<file path="src/rtl/fb_reader.sv">
// fb_reader: PLB IPIF read master streaming a framebuffer into a 64-bit FIFO
//   PLB_clk/Bus2IP_Reset : clock, async active-high reset
//   enable               : keep streaming frames while high
//   fifo_*               : packed entry ([0:31] even word, [32:63] odd word), write strobe, full
//   IP2Bus_*/Bus2IP_*    : single-beat 32-bit master read interface (writes never issued)
//   frame_done           : pulses with the FIFO write of a frame's last entry
//   rd_error             : sticky bus error/timeout flag
module fb_reader #(
   parameter logic [31:0] C_FB_BASE  = 32'h4800_0000,
   parameter int          C_FB_WORDS = 307200,
   parameter int          C_IDX_W    = 19
) (
   input  logic        PLB_clk,
   input  logic        Bus2IP_Reset,
   input  logic        enable,
   output logic [0:63] fifo_data,
   output logic        fifo_wr_en,
   input  logic        fifo_full,
   output logic        IP2Bus_MstRd_Req,
   output logic        IP2Bus_MstWr_Req,
   output logic [0:31] IP2Bus_Mst_Addr,
   output logic [0:3]  IP2Bus_Mst_BE,
   output logic        IP2Bus_Mst_Lock,
   output logic        IP2Bus_Mst_Reset,
   input  logic        Bus2IP_Mst_CmdAck,
   input  logic        Bus2IP_Mst_Cmplt,
   input  logic        Bus2IP_Mst_Error,
   input  logic        Bus2IP_Mst_Rearbitrate,
   input  logic        Bus2IP_Mst_Cmd_Timeout,
   input  logic [0:31] Bus2IP_MstRd_d,
   input  logic        Bus2IP_MstRd_src_rdy_n,
   output logic        IP2Bus_MstRd_dst_rdy_n,
   output logic        frame_done,
   output logic        rd_error
);
   typedef enum logic [2:0] {IDLE, REQ, REQ_GAP, WAIT, PUSH} state_t;
   localparam logic [C_IDX_W-1:0] LAST = C_IDX_W'(C_FB_WORDS - 1);
   state_t state;
   logic [C_IDX_W-1:0] idx, idx_inc, idx_wrap;
   logic half, got, in_cmd, got_now, bad;
   function automatic logic [31:0] addr_of(input logic [C_IDX_W-1:0] i);
      return C_FB_BASE + 32'({i, 2'b00});
   endfunction
   // A command is live in WAIT, or in REQ on the cycle it is acknowledged
   // (ack and completion may land together with the request).
   always_comb begin
      in_cmd   = state == WAIT || (state == REQ && Bus2IP_Mst_CmdAck);
      got_now  = got || !Bus2IP_MstRd_src_rdy_n;
      bad      = Bus2IP_Mst_Error || Bus2IP_Mst_Cmd_Timeout;
      idx_inc  = idx + 1'b1;
      idx_wrap = idx == LAST ? '0 : idx_inc;
   end
   assign fifo_wr_en       = state == PUSH && !fifo_full;
   assign frame_done       = fifo_wr_en && idx == LAST;
   assign IP2Bus_MstWr_Req = 1'b0;
   assign IP2Bus_Mst_BE    = 4'b1111;
   assign IP2Bus_Mst_Lock  = 1'b0;
   assign IP2Bus_Mst_Reset = 1'b0;
   always_ff @(posedge PLB_clk or posedge Bus2IP_Reset) begin
      if (Bus2IP_Reset) begin
         state                  <= IDLE;
         idx                    <= '0;
         half                   <= 1'b0;
         got                    <= 1'b0;
         fifo_data              <= '0;
         IP2Bus_Mst_Addr        <= '0;
         IP2Bus_MstRd_Req       <= 1'b0;
         IP2Bus_MstRd_dst_rdy_n <= 1'b1;
         rd_error               <= 1'b0;
      end else begin
         case (state)
            IDLE: if (enable) begin
               state                  <= REQ;
               IP2Bus_Mst_Addr        <= addr_of(idx);
               IP2Bus_MstRd_Req       <= 1'b1;
               IP2Bus_MstRd_dst_rdy_n <= 1'b0;
            end
            REQ: if (!Bus2IP_Mst_CmdAck && Bus2IP_Mst_Rearbitrate) begin
               state                  <= REQ_GAP;
               IP2Bus_MstRd_Req       <= 1'b0;
               IP2Bus_MstRd_dst_rdy_n <= 1'b1;
            end
            REQ_GAP: begin
               state                  <= REQ;
               IP2Bus_MstRd_Req       <= 1'b1;
               IP2Bus_MstRd_dst_rdy_n <= 1'b0;
            end
            PUSH: if (!fifo_full) begin
               half                   <= 1'b0;
               idx                    <= idx_wrap;
               IP2Bus_Mst_Addr        <= addr_of(idx_wrap);
               state                  <= enable ? REQ : IDLE;
               IP2Bus_MstRd_Req       <= enable;
               IP2Bus_MstRd_dst_rdy_n <= !enable;
            end
            default: ;
         endcase
         if (in_cmd) begin
            if (!Bus2IP_MstRd_src_rdy_n) begin
               if (half) fifo_data[32:63] <= Bus2IP_MstRd_d;
               else fifo_data[0:31] <= Bus2IP_MstRd_d;
            end
            if (!Bus2IP_Mst_Cmplt) begin
               state                  <= WAIT;
               got                    <= got_now;
               IP2Bus_MstRd_Req       <= 1'b0;
               IP2Bus_MstRd_dst_rdy_n <= 1'b0;
            end else if (bad || !got_now) begin
               // Failed or data-less completion: reissue the same word; any
               // captured half is overwritten by the retry.
               rd_error               <= rd_error || bad;
               got                    <= 1'b0;
               state                  <= REQ;
               IP2Bus_MstRd_Req       <= 1'b1;
               IP2Bus_MstRd_dst_rdy_n <= 1'b0;
            end else if (!half) begin
               got                    <= 1'b0;
               half                   <= 1'b1;
               idx                    <= idx_inc;
               IP2Bus_Mst_Addr        <= addr_of(idx_inc);
               state                  <= enable ? REQ : IDLE;
               IP2Bus_MstRd_Req       <= enable;
               IP2Bus_MstRd_dst_rdy_n <= !enable;
            end else begin
               got                    <= 1'b0;
               state                  <= PUSH;
               IP2Bus_MstRd_Req       <= 1'b0;
               IP2Bus_MstRd_dst_rdy_n <= 1'b1;
            end
         end
      end
   end
endmodule

</file>
<file path="config.mk">
export PLATFORM = sky130hd
export DESIGN_NAME = fb_reader
export DESIGN_NICKNAME = d
export VERILOG_FILES = /design/src/rtl/fb_reader.sv
export SDC_FILE = /design/constraint.sdc
export NUM_CORES = 1
export LEC_CHECK = 0
export ABC_AREA = 1
export CAP_MARGIN = 20
export CORE_ASPECT_RATIO = 0.9
export CORE_MARGIN = 4
export CORE_UTILIZATION = 49
export CTS_CLUSTER_SIZE = 16
export DETAILED_ROUTE_END_ITERATION = 12
export GPL_TIMING_DRIVEN = 1
export MAX_ROUTING_LAYER = met4
export PLACE_DENSITY = 0.8
export SLEW_MARGIN = 10
export SYNTH_ARGS = -nofsm -noshare
export SYNTH_HDL_FRONTEND = slang
export SYNTH_SLANG_ARGS = --single-unit
</file>
<file path="constraint.sdc">
create_clock -name PLB_clk -period 5.09 [get_ports PLB_clk]
set_input_delay 1.018 -clock PLB_clk [delete_from_list [all_inputs] [get_ports PLB_clk]]
set_output_delay 1.018 -clock PLB_clk [all_outputs]
set_load 0.03 [all_outputs]
</file>
Yosys cells after proc, flatten, opt, wreduce, memory -nomap -nowiden

Cells that the tools add are included.

Bits in registers: 123
Input port bits: 42
Output and inout bits: 108
Logic and storage cells: 90

$add $sub $neg: 4
Equality and inequality tests: 8
Muxes and demuxes: 46
Bitwise logic cells: 2
Reduce and logical (&&, ||, !) cells: 20

Operators with widths:

| operator               | number |
|---|---|
| $mux 32                | 6 |
| $mux 19                | 7 |
| $add 31x21->32 const A | 3 |
| $pmux 32 s2            | 1 |
| $mux 1                 | 22 |
| $mux 3                 | 7 |
| $add 19x1->19 const B  | 1 |
| $eq 19x19->1 const B   | 1 |
| $pmux 3 s4             | 1 |
| $reduce_and 3->1       | 3 |
| $pmux 1 s4             | 2 |
| $eq 3x2->1 const B     | 2 |
| $ne 3x3->1 const B     | 2 |
| $logic_not 1->1        | 5 |
| $logic_or 1x1->1       | 5 |
| $reduce_bool 5->1      | 1 |
| $logic_and 1x1->1      | 4 |
| $reduce_and 4->1       | 1 |
| $eq 3x1->1 const B     | 1 |
| $eq 3x3->1 const B     | 1 |
| $logic_not 3->1        | 1 |
| $ne 3x2->1 const B     | 1 |
| $not 1->1              | 2 |

Longest topological paths before layout

Depth after elaboration: 9
Depth in mapped cells: 11

Worst setup path before layout

No wires, ideal clock.

Path kind: input to output
Start point: input fifo_full
End point: output frame_done
Arrival time: 1.834 ns
Slack: 2.238 ns
Stages on the path: 4
Path buffers: 1
Cells stage by stage: inv_1 nand2_2 clkbuf_1 nor2_1

Word-level cells in the longest chain between the ends: 3

Ends and longest elaborated chain:

| element           | line | RTL |
|---|---|---|
| start, declared   | 18   | `input logic fifo_full,` |
| $logic_not 1->1   | n/a  |  |
| $logic_and 1x1->1 | 53   | `assign fifo_wr_en = state == PUSH && !fifo_full;` |
| $logic_and 1x1->1 | 54   | `assign frame_done = fifo_wr_en && idx == LAST;` |
| end, declared     | 33   | `output logic frame_done,` |

Every way passes these cells.

Worst setup path in the final report

Start point: input fifo_full
End point: output fifo_wr_en

Word-level cells in the longest chain between the ends: 2

Ends and longest elaborated chain:

| element           | line | RTL |
|---|---|---|
| $logic_not 1->1   | n/a  |  |
| $logic_and 1x1->1 | 53   |  |
| end, declared     | 17   | `output logic fifo_wr_en,` |

Every way passes these cells.

==> metrics.yaml <==
status:
  status: "complete, no violations"
power:
  p_leak_nw: 3.77
  p_clk_share_pct: 52.6
  comb_power_share_pct: 3.2
  power_frac_seq_pct: 44.2
  p_int_mw: 1.75
  ir_worst_vdd_mv: 0.225
  pwr_density_cell_nw_per_um2: 282
  switchingPower_uw: 462
  switching_share_pct: 20.9
drt:
  vias: 5137
  first_pass_iters: 5
  drtIter0Drc: 569
  wl_mm: 14.8
  drc: 0
  viasPerCell: 5.05
  antenna_left: 0
  routedWlPerCell_um: 14.5
yosys:
  avgSynthCellArea_um2: 8.11
  yosys_warnings: 0
  ys_seq_elements: 123
  synth_seq_area_share_pct: 53.5
  ys_types: 34
  syn_inst: 709
  syn_area_um2: 5750
critical_path:
  rr_startpoint: "state[0]$_DFFE_PP0P_"
  worstSetupPathType: "input pin to output port"
  reg2reg_slack_ns: 3.02
  start_kind: "input pin"
  worstPathRequired_ns: 4.07
  r2r_cells: 8
  crit_fanout: 23
  crit_path_end: "fifo_wr_en"
  critical_path_arrival_ns: 2.91
  worst_r2r_endpoint: "IP2Bus_Mst_Addr[1]$_DFF_PP0_"
  endpoint_kind: "output port"
  setup.worst_path.start: "fifo_full"
sta:
  finalCriticalPeriod_ns: 3.93
  setup_viol_count_final: 0
  min_period_over_period_pct: 77.2
  final_hold_viol_count: 0
  skew_ns: 0.00957
  slew_viol_final: 0
  fin_setup_tns_ns: 0
  hold-worst-slack_ns: 0.465
  rsz0062_at_grt: "false"
  worst_pin_slew_ns: 1.04
  timing.fmax_ghz: 0.255
  slew_headroom_pct: 30.6
die:
  io-pin-count: 150
  coreArea_um2: 11400
  num_rows: 37
  initial_core_util_pct: 50.3
  die_area_um2: 13500
  die-height_um: 111
  fp.dieW_um: 122
layout:
  antenna_cells: 0
  fillerInstances: 937
  layout_common_cells: "nand2_1, clkdlybuf4s50_1, dfrtp_1"
  multiInputGateArea_um2: 2180
  area_growth_pct: 36.3
  seq_area_um2: 3080
  drive_above_1_share_pct: 7.90
  final_nets: 891
  utilization_pct: 68.6
  instances_no_fill: 1017
  layout_commonest_cell: "nand2_1"
clock_network:
  cts_setup_buffers: 0
  cts_tree: "done"
  cts.htree.levels: 4
  ctsRootBufferMaster: "clkbuf_16"
  clock_latency_ns: 0.41
  clock_sinks: 123
  numCtsBuffers: 17
  cts_resized: 0
  cts.clk_slew.worst_paths_ns: 0.05
  ctsHoldBuffers: 0
  clock_path_buffers: 2
placed_design:
  gp_congestion: 0.910
  port_buffers: 142
  dp_cells: 983
  dp_hpwl_mm: 10.2
global_routing:
  grt_remaining_overflow: 0
  antenna_found_initial: 0
  grt_first_pass_wirelength_mm: 25.2
  grt_pass1_vias: 5074
  grt_max_degree: 65
  grtUsageTotal_pct: 24.0
job:
  cap_violations: 0
min_path:
  hp-class: "flip-flop to flip-flop"
## routing by layer
layer | track usage [%] | part of all wire (%) | vias to the layer above
met3 | 4.49 | 5.8 | 31
met1 | 30.7 | 42 | 2433
met5 | - | 0 | -
li1 | - | - | 2495
met2 | 38.1 | 50 | 178
met4 | 8.96 | 2.4 | 0
## registers in the layout, summed over array words and instances (netlist names), 3 cells and up
signal and count:
fifo_data 64, IP2Bus_Mst_Addr 32, idx 19, state 3
## cell usage after synthesis
library cell    n  area (µm²)
or2_1           2        12.5
inv_1          81         304
nor2_8          1        20.0
a21oi_1        11        55.1
xor2_1          6        52.6
conb_1          2        7.51
or2_2           3        18.8
buf_2           4        20.0
nand2_1       184         691
dfstp_2         1        26.3
nand3_2         3        30.0
nand4_1         6        37.5
nand2_2         8        50.1
o21bai_1        1        7.51
ha_1            1        12.5
o21a_1          1        7.51
nand3b_1        3        22.5
dfrtp_1       122        3050
o21ai_0        76         380
o22ai_1         2        12.5
nand3_1        65         325
o21ai_1         1        5.00
inv_4           1        6.26
nor2_4          3        33.8
nor2_1         74         278
xnor2_1         3        26.3
mux2i_1         1        10.0
buf_4          11        82.6
nand2_4         2        22.5
buf_6           2        22.5
inv_2           6        22.5
clkbuf_1       14        52.6
nor2_2          4        25.0
nor3_1          4        20.0
## cell type report
class | count | share of cell area (%)
Clock buffer | 20 | 5.82
Multi-Input combinational cell | 472 | 27.8
Inverter | 88 | 4.28
Clock inverter | 12 | 1.55
Tap cell | 156 | 2.49
Timing Repair Buffer | 146 | 18.8
Sequential cell | 123 | 39.3
## stage by stage
stage / power [mW] / cell area (µm²) / setup WS [ns]
finish: 2.21 / 7840 / 1.16
global route: 2.29 / 7840 / 1.06
CTS: 2.23 / 7810 / 1.18
detailed placement: 1.07 / 7230 / 1.19
global placement: 1.07 / 7230 / 1.20
floorplan: 1.03 / 5770 / 0.803
## critical path: stages
cell	delay (ns)
clkdlybuf4s50_1	0.44
inv_1	0.14
nand2_2	0.33
inv_2	0.26
clkdlybuf4s50_1	0.73
## power groups by stage
| stage | logic (mW) | clock network, mW | registers (mW) |
|---|---|---|---|
| finish | 0.0699 | 1.16 | 0.979 |
| global route | 0.0790 | 1.24 | 0.978 |
| global placement | 0.0694 | 0 | 0.996 |
| detailed placement | 0.0709 | 0 | 0.996 |
| floorplan | 0.0334 | 0 | 0.996 |
| CTS | 0.0714 | 1.18 | 0.979 |
## worst min-delay path by stage
stage                                            start                            to  slack [ns]  cells after the start
after floorplan                         half$_DFF_PP0_          state[2]$_DFFE_PP0P_        0.50                      2
after global placement    IP2Bus_Mst_Addr[4]$_DFF_PP0_  IP2Bus_Mst_Addr[4]$_DFF_PP0_        0.45                      1
after detailed placement  IP2Bus_Mst_Addr[4]$_DFF_PP0_  IP2Bus_Mst_Addr[4]$_DFF_PP0_        0.46                      1
after CTS                 IP2Bus_Mst_Addr[4]$_DFF_PP0_  IP2Bus_Mst_Addr[4]$_DFF_PP0_        0.47                      1
after global routing      IP2Bus_Mst_Addr[4]$_DFF_PP0_  IP2Bus_Mst_Addr[4]$_DFF_PP0_        0.50                      1
final                     IP2Bus_Mst_Addr[4]$_DFF_PP0_  IP2Bus_Mst_Addr[4]$_DFF_PP0_        0.47                      1
## cell families (layout without fill, tap and decap cells)
group | after synthesis | after routing | share of synthesized area (%)
adder cells (fa/ha/maj) | 1 | 1 | 0.217
XOR/XNOR | 9 | 9 | 1.37
flip-flops | 123 | 123 | 53.5
buffers and inverters | 119 | 266 | 8.87
AO/OA/AOI/OAI | 92 | 92 | 8.13
multiplexers | 1 | 1 | 0.174
other | 2 | 7 | 0.131
AND/OR/NAND/NOR | 362 | 362 | 27.6
Note: power is estimated with default switching activity, not from simulation.
